**src/rtl/fpu_op_sequencer.sv**
```systemverilog
`timescale 1ns/1ps
// Purpose : operand/result sequencer around a multi-cycle FPU core.
// Latency : result offered exactly FPU_LATENCY cycles after the operand accept.
// Backpr. : one operation in flight; in_ready low until the result is handshaken.
//
// Ports:
//   clock_100k, reset          rising-edge clock, synchronous active-high reset
//   in_valid/in_ready/in_a/b   operand pair handshake
//   op_a, op_b                 operands held stable toward the FPU core
//   fpu_data, fpu_status       FPU outputs, sampled once when the latency expires
//   res_valid/res_ready/       captured result handshake
//   res_data/res_status
//   busy                       high whenever an operation is outstanding
//   op_count                   completed result handshakes, wraps silently
module fpu_op_sequencer #(
   parameter int WIDTH       = 32,
   parameter int STATUS_W    = 4,
   parameter int FPU_LATENCY = 24,
   parameter int CNT_W       = 16
) (
   input  logic                clock_100k,
   input  logic                reset,
   input  logic                in_valid,
   output logic                in_ready,
   input  logic [WIDTH-1:0]    in_a,
   input  logic [WIDTH-1:0]    in_b,
   output logic [WIDTH-1:0]    op_a,
   output logic [WIDTH-1:0]    op_b,
   input  logic [WIDTH-1:0]    fpu_data,
   input  logic [STATUS_W-1:0] fpu_status,
   output logic                res_valid,
   input  logic                res_ready,
   output logic [WIDTH-1:0]    res_data,
   output logic [STATUS_W-1:0] res_status,
   output logic                busy,
   output logic [CNT_W-1:0]    op_count
);

   // Counter only needs to hold FPU_LATENCY-1; keep at least one bit.
   localparam int LAT_W = (FPU_LATENCY > 1) ? $clog2(FPU_LATENCY) : 1;

   typedef enum logic [1:0] {
      S_IDLE,
      S_WAIT,
      S_DONE
   } state_t;

   state_t           state;
   logic [LAT_W-1:0] cnt;

   assign in_ready = (state == S_IDLE);
   assign busy     = (state != S_IDLE);

   always_ff @(posedge clock_100k) begin
      if (reset) begin
         state      <= S_IDLE;
         cnt        <= '0;
         op_a       <= '0;
         op_b       <= '0;
         res_valid  <= 1'b0;
         res_data   <= '0;
         res_status <= '0;
         op_count   <= '0;
      end else begin
         case (state)
            S_IDLE: begin
               if (in_valid) begin
                  op_a  <= in_a;
                  op_b  <= in_b;
                  cnt   <= LAT_W'(FPU_LATENCY - 1);
                  state <= S_WAIT;
               end
            end
            S_WAIT: begin
               // cnt reaching zero marks the FPU_LATENCY-th edge after accept,
               // the only edge on which the FPU outputs are sampled.
               if (cnt == '0) begin
                  res_data   <= fpu_data;
                  res_status <= fpu_status;
                  res_valid  <= 1'b1;
                  state      <= S_DONE;
               end else begin
                  cnt <= cnt - LAT_W'(1);
               end
            end
            S_DONE: begin
               // res_data/res_status deliberately left untouched after handshake.
               if (res_ready) begin
                  res_valid <= 1'b0;
                  op_count  <= op_count + CNT_W'(1);
                  state     <= S_IDLE;
               end
            end
            default: begin
               state <= S_IDLE;
            end
         endcase
      end
   end

endmodule

```
**config.mk**
```make
export PLATFORM = sky130hd
export DESIGN_NAME = fpu_op_sequencer
export DESIGN_NICKNAME = d
export VERILOG_FILES = /design/src/rtl/fpu_op_sequencer.sv
export SDC_FILE = /design/constraint.sdc
export NUM_CORES = 1
export LEC_CHECK = 0
export BUFFER_PORTS_ARGS = -buffer_cell sky130_fd_sc_hd__clkbuf_2
export CORE_MARGIN = 4
export CORE_UTILIZATION = 35
export DETAILED_ROUTE_END_ITERATION = 10
export PLACE_DENSITY = 0.69
export SYNTH_ARGS = -nofsm -noshare
export SYNTH_HDL_FRONTEND = slang
export SYNTH_SLANG_ARGS = --single-unit
```
**constraint.sdc**
```tcl
create_clock -name clock_100k -period 1.75 [get_ports clock_100k]
set_input_delay 0.175 -clock clock_100k [delete_from_list [all_inputs] [get_ports clock_100k]]
set_output_delay 0.175 -clock clock_100k [all_outputs]
set_load 0.01 [all_outputs]
```
==> impl_metrics.env <==
export IMPL_placeableCoreArea_um2=12600
export IMPL_signed_area_change_from_the_synthesized_netlist_to_the_final_layout_pct=68.3
export IMPL_crit_path_start_kind="register"
export IMPL_initial_core_util_pct=35.7
export IMPL_slew_violations=0
export IMPL_number_of_cells_in_the_design_after_placement=943
export IMPL_synth_async_reset_ratio_pct=0
export IMPL_synth_cells_most_frequent="sky130_fd_sc_hd__nand2_1, sky130_fd_sc_hd__dfxtp_1, sky130_fd_sc_hd__a21oi_1"
export IMPL_timing_final_crit_period_ns=1.63
export IMPL_worst_setup_path_type="register to register"
export IMPL_fillCellCount=1030
export IMPL_placementRows=41
export IMPL_clk_pin_slew_worst_paths_ns=0.06
export IMPL_area_sequential_um2=2480
export IMPL_timing_hold_ws_ns=0.0311
export IMPL_nets=996
export IMPL_grt_remaining_overflow=0
export IMPL_gp_congestion=0.761
export IMPL_synthesis_yosys_warnings=0
export IMPL_boundaryPins=223
export IMPL_ordered_list_of_cells_on_the_worst_path="nand4_1 > or3_4 > or4_1 > a21oi_1"
export IMPL_numPortBuffers=222
export IMPL_hold_viol_final=0
export IMPL_post_synth_cell_area_avg_um2=8.00
export IMPL_switching_share_pct=24.9
export IMPL_syn_num_nets=667
export IMPL_synth_top_cell_area_share_pct=55.3
export IMPL_synth_edf_count=0
export IMPL_synth_seq_area_share_pct=55.3
export IMPL_critPathMaxFanout=6
export IMPL_cp_slowest_stage_delay_ns=0.51
export IMPL_setup_worst_path_end_class="register"
export IMPL_netlist_area_um2=4490
export IMPL_slew_headroom_pct=62.3
export IMPL_p_int_mw=5.91
export IMPL_yosysMostFrequentCell="sky130_fd_sc_hd__nand2_1"
export IMPL_min_period_over_period_pct=93.4
export IMPL_power_leakage_nw=3.36
export IMPL_initialDrtViolationCount=209
export IMPL_tightestPinTransition_ns=0.565
export IMPL_p_seq_share_pct=39.6
export IMPL_buffers_from_clock_root_to_sink_at_most=2
export IMPL_power_share_clock_pct=45.3
export IMPL_ctsHtreeMaxLevel=4
export IMPL_timing_critical_path_max_delay_family="simple AND/OR/NAND/NOR gates"
export IMPL_post_dp_hpwl_um=8550
export IMPL_worst_ir_drop_vdd_v=0.000493
export IMPL_design_die_area_um2=14700
export IMPL_maximum_number_of_pins_on_one_net_before_global_route_repair=50
export IMPL_outcome="complete, no violations"
export IMPL_first_global_vias=4856
export IMPL_power_density_over_the_cells_nw_per_um2=1040
export IMPL_final_cell_count_no_fill=1075
export IMPL_design_power_total_mw=7.86
export IMPL_ant_nets=0
export IMPL_tritoncts_num_buffers=17
export IMPL_cts_tree="yes"
export IMPL_clock_insertion_delay_worst_skew_ns=0.41
export IMPL_antenna_found_initial=0
export IMPL_skew_ns=0.00657
export IMPL_clock_tree_root_cell="sky130_fd_sc_hd__clkbuf_16"
export IMPL_dominantRegCellSynth="sky130_fd_sc_hd__dfxtp_1"
export IMPL_groute_usage_overall_pct=19.0
export IMPL_rsz0062_at_grt="false"
export IMPL_drt_total_wl_um=14100
export IMPL_max_freq_mhz=612
export IMPL_vias=4964
export IMPL_critPathArrivalTime_ns=1.97
export IMPL_comb_power_share_pct=15.1
export IMPL_netSwitchingPower_mw=1.95
export IMPL_min_delay_path_class="input port to register"
export IMPL_drt_drc_violations_left=0
export IMPL_area_of_the_multi_input_gates_um2=1860
export IMPL_timing_critical_path_slowest_stage_cell="sky130_fd_sc_hd__or4_1"
export IMPL_synth_seq_cells=124
export IMPL_route_detailed_vias_per_inst=4.62
export IMPL_post_synth_num_cell_types=38
export IMPL_layout_drive_gt1_share_pct=32.5
export IMPL_synth_largest_area_cell="sky130_fd_sc_hd__dfxtp_1"
export IMPL_first_pass_grt_wire_length_um=22800
export IMPL_worst_path_buf_inv=0
export IMPL_max_cap_viol_count=0
export IMPL_die_width_um=121
export IMPL_worst_endpoint_required_ns=2.09
export IMPL_drt_pass1_iterations=5
export IMPL_syn_inst=561
export IMPL_drt_wirelength_per_cell_um=13.2
export IMPL_synth_top_cells_by_area="sky130_fd_sc_hd__dfxtp_1, sky130_fd_sc_hd__nand2_1, sky130_fd_sc_hd__a21oi_1"
export IMPL_final_setup_viol_count=0
export IMPL_floorplan_die_height_um=121
export IMPL_cts_sinks=124
-- layout make-up --
cell class / count / share of cell area, %
flip-flops and latches: 124 / 32.9
diodes: 1 / 0.0331
multi-input cells: 395 / 24.7
inverters: 5 / 0.248
well taps: 172 / 2.85
repair buffers: 347 / 31.3
clock buffers: 20 / 6.18
clock inverters: 11 / 1.89
-- final timing paths --
kind                     from      endpoint  slack (ns)  cells after the start
setup / recovery  op_count[9]  op_count[15]        0.12                      4
setup reg to reg  op_count[9]  op_count[15]        0.12                      4
hold reg to reg      op_a[13]      op_a[13]        0.45                      2
hold / removal       in_b[20]      op_b[20]        0.03                      3
-- flip-flops by register name, indices dropped and copies added, names as in the netlist --
| register | cells |
|---|---|
| op_b | 32 |
| state | 2 |
| cnt | 5 |
| res_valid | 1 |
| res_data | 32 |
| res_status | 4 |
| op_count | 16 |
| op_a | 32 |
-- worst reg2reg max path: cells and delay by family, from the launching register on --
| family | cells | cell delay (ns) |
|---|---|---|
| compound gates | 1 | 0.15 |
| flops | 1 | 0.36 |
| simple gates | 3 | 1.05 |
-- cell usage in the layout (no fill, tap or decap), types with 17 or more instances in the layout --
master and count:
sky130_fd_sc_hd__a21oi_1 110, sky130_fd_sc_hd__clkbuf_2 221, sky130_fd_sc_hd__dfxtp_1 123, sky130_fd_sc_hd__nor2_1 17, sky130_fd_sc_hd__clkbuf_16 17, sky130_fd_sc_hd__dlygate4sd3_1 99, sky130_fd_sc_hd__buf_4 22, sky130_fd_sc_hd__nand2_1 206
-- kinds of logic (layout without fill, tap and decap cells) --
kind of cell	after synthesis	after routing	share of synthesized area, %
DFF	124	124	55.3
AOI/OAI and AO/OA	122	122	14.1
adders and majority gates	2	2	0.557
other	0	1	0
muxes	1	1	0.223
xor gates and xnor gates	9	9	1.76
and+or+nand+nor	261	261	24.3
buffers and inverters	42	383	3.76
-- what timing repair did --
action	in CTS	in global routing
setup endpoints to repair	29	7
gates resized for setup	1	4
setup buffers	0	1
pin swaps	0	2
hold buffers	99	0
hold endpoints to repair	99	0
gates cloned	0	0
-- through the flow --
step / utilization (%) / TNS (ns) / setup WS [ns] / cell area, um2
2_1_floorplan: - / 0 / 0.0177 / 4490
3_3_place_gp: 47.1 / 0 / 0.0734 / 5920
3_5_place_dp: 47.1 / -0.152 / -0.0389 / 5920
4_1_cts: 59.9 / 0 / 0.0344 / 7530
5_1_grt: 60.1 / 0 / 0.00470 / 7550
6_report: 60.1 / 0 / 0.116 / 7550
-- layer usage --
layer,vias to the layer above,track usage [%],wire (um)
li1,2505,-,-
met1,2248,22.1,5780
met2,184,32.0,6920
met3,27,6.25,1180
met4,0,8.26,275
met5,-,0,0
-- power by group through the flow --
stage          Clock (mW)  Combinational [mW]  Sequential (mW)
6_report             3.56                1.19             3.12
5_1_grt              3.78                1.30             3.14
4_1_cts              3.65                1.17             3.11
3_5_place_dp            0               0.990             3.17
3_3_place_gp            0               0.984             3.16
2_1_floorplan           0               0.457             3.24
(Power assumes the default switching activity.)
